==> src/rtl/uart_pkg.sv <==
// Shared UART definitions: frame state encoding, data width and frame helpers
// used by both the transmitter and the receiver.
package uart_pkg;

  localparam int DATA_BITS = 8;

  typedef enum logic [2:0] {
    IDLE   = 3'd0,
    START  = 3'd1,
    DATA   = 3'd2,
    PARITY = 3'd3,
    STOP   = 3'd4
  } uart_state_e;

  // Number of bit periods in one frame: start + data + optional parity + stop.
  function automatic int frame_bits(input int parity_en, input int stop_bits);
    return 1 + DATA_BITS + parity_en + stop_bits;
  endfunction

  function automatic logic parity_bit(input logic [DATA_BITS-1:0] data, input logic odd);
    return (^data) ^ odd;
  endfunction

endpackage

==> src/rtl/uart_baud_cnt.sv <==
// Bit-period down-counter: clr restarts a bit period, bit_tick marks the last
// clock of each period and the count reloads itself so periods never drift.
module uart_baud_cnt #(
  parameter int CLKS_PER_BIT = 5
) (
  input  logic clk,
  input  logic rst_n,
  input  logic clr,
  input  logic en,
  output logic bit_tick
);

  localparam logic [15:0] RELOAD = 16'(CLKS_PER_BIT - 1);

  logic [15:0] cnt_q;
  logic [15:0] cnt_d;

  // Next count: restart on clr, otherwise count down and wrap at zero.
  always_comb begin
    cnt_d = cnt_q;
    if (clr) begin
      cnt_d = RELOAD;
    end else if (en) begin
      if (cnt_q == 16'd0) begin
        cnt_d = RELOAD;
      end else begin
        cnt_d = cnt_q - 16'd1;
      end
    end else begin
      cnt_d = cnt_q;
    end
  end

  // Counter register.
  always_ff @(posedge clk or negedge rst_n) begin
    if (!rst_n) begin
      cnt_q <= 16'd0;
    end else begin
      cnt_q <= cnt_d;
    end
  end

  assign bit_tick = en && (cnt_q == 16'd0);

endmodule

==> src/rtl/uart_tx.sv <==
// UART transmitter: one-entry holding register feeding a shift register that
// serialises start, 8 data bits LSB-first, optional parity and stop bits.
module uart_tx
  import uart_pkg::*;
#(
  parameter int CLKS_PER_BIT = 5,
  parameter int PARITY_EN    = 0,
  parameter int PARITY_ODD   = 0,
  parameter int STOP_BITS    = 1
) (
  input  logic       clk,
  input  logic       rst_n,
  input  logic [7:0] THR,
  input  logic       thr_wr,
  output logic       thr_empty,
  output logic       tx_busy,
  output logic       tx_ovr,
  output logic       tx_pin
);

  localparam logic [2:0] LAST_DATA = 3'(DATA_BITS - 1);
  localparam logic [2:0] LAST_STOP = 3'(STOP_BITS - 1);
  localparam logic       ODD_SENSE = (PARITY_ODD != 0) ? 1'b1 : 1'b0;

  uart_state_e state_q, state_d;
  logic [7:0]  thr_q, thr_d;
  logic        thr_full_q, thr_full_d;
  logic [7:0]  tsr_q, tsr_d;
  logic        par_q, par_d;
  logic [2:0]  bit_cnt_q, bit_cnt_d;
  logic        tx_pin_q, tx_pin_d;
  logic        busy_q, busy_d;
  logic        ovr_q, ovr_d;
  logic        bit_tick_s;
  logic        load_s;
  logic        frame_done_s;

  uart_baud_cnt #(.CLKS_PER_BIT(CLKS_PER_BIT)) u_baud (
    .clk      (clk),
    .rst_n    (rst_n),
    .clr      (load_s),
    .en       (state_q != IDLE),
    .bit_tick (bit_tick_s)
  );

  assign frame_done_s = (state_q == STOP) && bit_tick_s && (bit_cnt_q == LAST_STOP);
  // A full holding register starts a frame from idle or straight off the last stop clock.
  assign load_s = thr_full_q && ((state_q == IDLE) || frame_done_s);

  // Next-state, line and holding-register logic.
  always_comb begin
    state_d    = state_q;
    thr_d      = thr_q;
    thr_full_d = thr_full_q;
    tsr_d      = tsr_q;
    par_d      = par_q;
    bit_cnt_d  = bit_cnt_q;
    tx_pin_d   = tx_pin_q;
    busy_d     = busy_q;
    ovr_d      = 1'b0;

    case (state_q)
      IDLE: begin
        tx_pin_d = 1'b1;
        busy_d   = 1'b0;
      end
      START: begin
        if (bit_tick_s) begin
          state_d   = DATA;
          tx_pin_d  = tsr_q[0];
          tsr_d     = {1'b0, tsr_q[7:1]};
          bit_cnt_d = 3'd0;
        end else begin
          state_d = START;
        end
      end
      DATA: begin
        if (bit_tick_s) begin
          if (bit_cnt_q == LAST_DATA) begin
            bit_cnt_d = 3'd0;
            if (PARITY_EN != 0) begin
              state_d  = PARITY;
              tx_pin_d = par_q;
            end else begin
              state_d  = STOP;
              tx_pin_d = 1'b1;
            end
          end else begin
            tx_pin_d  = tsr_q[0];
            tsr_d     = {1'b0, tsr_q[7:1]};
            bit_cnt_d = bit_cnt_q + 3'd1;
          end
        end else begin
          state_d = DATA;
        end
      end
      PARITY: begin
        if (bit_tick_s) begin
          state_d   = STOP;
          tx_pin_d  = 1'b1;
          bit_cnt_d = 3'd0;
        end else begin
          state_d = PARITY;
        end
      end
      STOP: begin
        if (frame_done_s) begin
          state_d  = IDLE;
          tx_pin_d = 1'b1;
          busy_d   = 1'b0;
        end else if (bit_tick_s) begin
          bit_cnt_d = bit_cnt_q + 3'd1;
        end else begin
          state_d = STOP;
        end
      end
      default: begin
        state_d  = IDLE;
        tx_pin_d = 1'b1;
        busy_d   = 1'b0;
      end
    endcase

    if (load_s) begin
      state_d    = START;
      tsr_d      = thr_q;
      par_d      = parity_bit(thr_q, ODD_SENSE);
      thr_full_d = 1'b0;
      bit_cnt_d  = 3'd0;
      tx_pin_d   = 1'b0;
      busy_d     = 1'b1;
    end else begin
      par_d = par_q;
    end

    // Acceptance looks at the pre-edge full flag, so a write never bypasses a transfer.
    if (thr_wr && thr_full_q) begin
      ovr_d = 1'b1;
    end else if (thr_wr) begin
      thr_d      = THR;
      thr_full_d = 1'b1;
    end else begin
      ovr_d = 1'b0;
    end
  end

  // State and registered outputs.
  always_ff @(posedge clk or negedge rst_n) begin
    if (!rst_n) begin
      state_q    <= IDLE;
      thr_q      <= 8'h00;
      thr_full_q <= 1'b0;
      tsr_q      <= 8'h00;
      par_q      <= 1'b0;
      bit_cnt_q  <= 3'd0;
      tx_pin_q   <= 1'b1;
      busy_q     <= 1'b0;
      ovr_q      <= 1'b0;
    end else begin
      state_q    <= state_d;
      thr_q      <= thr_d;
      thr_full_q <= thr_full_d;
      tsr_q      <= tsr_d;
      par_q      <= par_d;
      bit_cnt_q  <= bit_cnt_d;
      tx_pin_q   <= tx_pin_d;
      busy_q     <= busy_d;
      ovr_q      <= ovr_d;
    end
  end

  assign thr_empty = ~thr_full_q;
  assign tx_busy   = busy_q;
  assign tx_ovr    = ovr_q;
  assign tx_pin    = tx_pin_q;

endmodule

==> config.mk <==
export PLATFORM = sky130hd
export DESIGN_NAME = uart_tx
export DESIGN_NICKNAME = d
export VERILOG_FILES = /design/src/rtl/uart_pkg.sv /design/src/rtl/uart_baud_cnt.sv /design/src/rtl/uart_tx.sv
export SDC_FILE = /design/constraint.sdc
export NUM_CORES = 1
export LEC_CHECK = 0
export CAP_MARGIN = 10
export CORE_MARGIN = 1.5
export CORE_UTILIZATION = 58
export DETAILED_ROUTE_END_ITERATION = 6
export MAX_ROUTING_LAYER = met4
export PLACE_DENSITY = 0.79
export SKIP_CTS_REPAIR_TIMING = 1
export SYNTH_ARGS = -nofsm -noshare
export SYNTH_HDL_FRONTEND = slang
export SYNTH_SLANG_ARGS = --single-unit
export TNS_END_PERCENT = 5
==> constraint.sdc <==
create_clock -name clk -period 3.3 [get_ports clk]
set_input_delay 0.33 -clock clk [delete_from_list [all_inputs] [get_ports clk]]
set_output_delay 0.33 -clock clk [all_outputs]
set_load 0.1 [all_outputs]
==> out/results.ini <==
[status]
status = finished, final reports clean

[die]
die_y_um = 63.29
core_area_mm2 = 0.003416
io_pins = 15
initial_core_util_pct = 61.72
die-area_mm2 = 0.004006
die_w_um = 63.29
rows = 21

[route]
num_vias = 1521
wire_per_inst_um = 14.83
drc = 0
wirelength_um = 3826
drt-initial-drc-count = 147
ant_nets = 0
vias_per_cell = 5.895
drt-pass1-iter-count = 4

[logic_synthesis]
ys_ff_latch = 42
avgSynthCellArea_um2 = 10.81
syn_nets = 210
netlist.area_leader.share_pct = 48.66
synth.cell_area_mm2 = 0.002108
yosys_warnings = 0
async_flop_share_pct = 100.0
synth.area.top_cells = dfrtp_1 49%, mux2_2 12%, nor2_1 3.6%
synthCells = 195
ys_seq_area_share_pct = 49.91
yosys.cell_types.count = 45
ys.flop_type = dfrtp_1
synth_edf_count = 0
synth.largest_area_cell = dfrtp_1

[setup_path]
worstPathMaxFanout = 8
rr_endpoint = tsr_q[4]
start_kind = flip-flop
cp.arrival_ns = 3.04
worst-endpoint-required_ns = 3.54
rrSetupSlack_ns = 0.50
timing.critical_path.to_type = flip-flop
crit_type = flip-flop to flip-flop
reg2reg_from = bit_cnt_q[0]
rr_worst_depth = 7

[cells_and_area]
design_area_mm2 = 0.002366
syn2layout_area_growth_pct = 12.23
num-fill-cells = 258
fin_cells = 258
nets = 226
drive_gt1_share_pct = 21.70
final_util_pct = 69.27
antenna_cells = 0
multiInputGateArea_um2 = 996.0
register_area_mm2 = 0.001052

[power_and_ir_drop]
vdd_drop_max_v = 0.0003749
p_leak_nw = 1.004
powerDensity_mw_per_mm2 = 895.2
power.total_mw = 2.118

[placed_design]
dp_hpwl_um = 2806
post_dp_cell_area_mm2 = 0.002287
port-buffer-count = 14
placed_cells = 250
pre_cts_slack_ns = 0.5300
gp_congestion = 0.9187

[clock_network]
numCtsBuffers = 5
cts_tree = done
cts_root_buffer = clkbuf_4
path_clk_slew_ns = 0.13
cts_buffer_depth = 2
insertion_delay_ns = 0.36
cts.sinks = 42
htree_levels = 2

[sta]
worst_hold_slack_ns = 0.08603
setup-violations-final = 0
worst_pin_slew_ns = 0.9719
final.setup.tns_ns = 0
drv_slew = 0
period_share_pct = 84.79
slew_headroom_pct = 35.00
rsz0062_at_grt = false
hold_violations = 0
timing.fmax_ghz = 0.3574
min_period_ns = 2.798
finalWorstSetupSlack_ns = 0.5020
finClkSkew_ns = 0.01430

[flow_run]
maxCapViolCount = 0

[global_route]
grt_overflow = 0
grt_pass1_wl_um = 6782
grtUsageTotal_pct = 22.29
grt_max_degree = 43
first_global_vias = 1583
antenna_found_initial = 0

[worst_hold_path]
hp-class = input pin to async pin

[power by group]
group          total [mW]  internal [mW]  switching [mW]
clock network       0.329          0.160           0.169
registers           0.924          0.731           0.193
logic               0.865          0.395           0.470
[state kept, by name, summed over array words and instances (netlist names)]
name          cells
thr_q             8
state_q           3
tsr_q             8
u_baud.cnt_q     16
tx_ovr            1
thr_full_q        1
bit_cnt_q         3
tx_pin            1
tx_busy           1
[cell usage in the layout, fill, tap and decap left out, types with 2 or more instances in the layout]
cell type / Yosys / layout
or4_4: 2 / 2
nor2_1: 20 / 20
clkbuf_4: 0 / 5
clkdlybuf4s50_1: 0 / 12
a21oi_1: 9 / 9
mux2_2: 22 / 22
xnor2_1: 4 / 4
nor4_1: 3 / 3
or2_2: 2 / 2
nand3_1: 3 / 3
nor3_1: 3 / 3
nand2b_1: 4 / 4
o21ai_0: 7 / 7
and2_1: 2 / 2
nand2_1: 13 / 13
xor2_1: 7 / 7
buf_4: 0 / 4
nand4_1: 3 / 3
dfrtp_1: 41 / 41
nor2b_1: 4 / 4
ha_1: 4 / 4
o2111ai_1: 2 / 2
nor4_2: 2 / 2
inv_1: 7 / 7
nor3_2: 2 / 2
[worst max path at each step]
stage / startpoint / end / slack, ns / cells past startpoint
after floorplan: bit_cnt_q[0] / tsr_q[0] / 0.92 / 8
after global placement: bit_cnt_q[0] / tsr_q[3] / 0.59 / 7
after detailed placement: bit_cnt_q[0] / tsr_q[4] / 0.53 / 7
after CTS: bit_cnt_q[0] / tsr_q[4] / 0.51 / 7
after global routing: bit_cnt_q[0] / tsr_q[2] / 0.38 / 7
final: bit_cnt_q[0] / tsr_q[4] / 0.50 / 7
[Yosys cell counts, types with 2 or more instances]
cell type,number
clkbuf_1,5
nand3_1,3
or2_2,2
nor2b_1,4
nor4_1,3
o2111ai_1,2
or4_4,2
buf_2,3
nor3_1,3
xor2_1,7
nor3_2,2
a21oi_1,9
nand2b_1,4
and2_1,2
nor2_1,20
o21ai_0,7
nor4_2,2
xnor2_1,4
inv_1,7
nand2_1,13
dfrtp_1,41
mux2_2,22
nand4_1,3
ha_1,4
[critical path, cell delays in order (launching register included)]
cell and delay, ns:
dfrtp_1 0.42, ha_1 0.22, ha_1 0.23, or3b_2 0.44, a21oi_1 0.20, nor2b_1 0.53, mux2_2 0.40, mux2_2 0.26
[metal layers]
layer / global-route usage, % / wire length, um / up-vias
met1: 26.56 / 1692 / 754
met4: 9.511 / 45 / 0
met2: 36.70 / 1927 / 42
met3: 5.000 / 161 / 4
met5: - / 0 / -
li1: - / - / 721
[cell families after synthesis]
| kind of cell | after synthesis | synth area share, % |
|---|---|---|
| simple gates | 71 | 18.93 |
| flops | 42 | 49.91 |
| compound gates | 29 | 9.081 |
| mux | 23 | 12.28 |
| buf+inv | 15 | 2.849 |
| xor+xnor | 11 | 4.570 |
| fa+ha+maj | 4 | 2.374 |
[final cells by class]
class                      count  share of cell area, %
multi-input combinational    138                  42.09
sequential                    42                  44.47
timing repair buffer          17                  6.557
clock inverter                 2                  1.586
clock buffer                   6                  1.745
tap                           46                  2.433
inverter                       7                  1.111
Note: power is estimated with default switching activity, not from simulation.
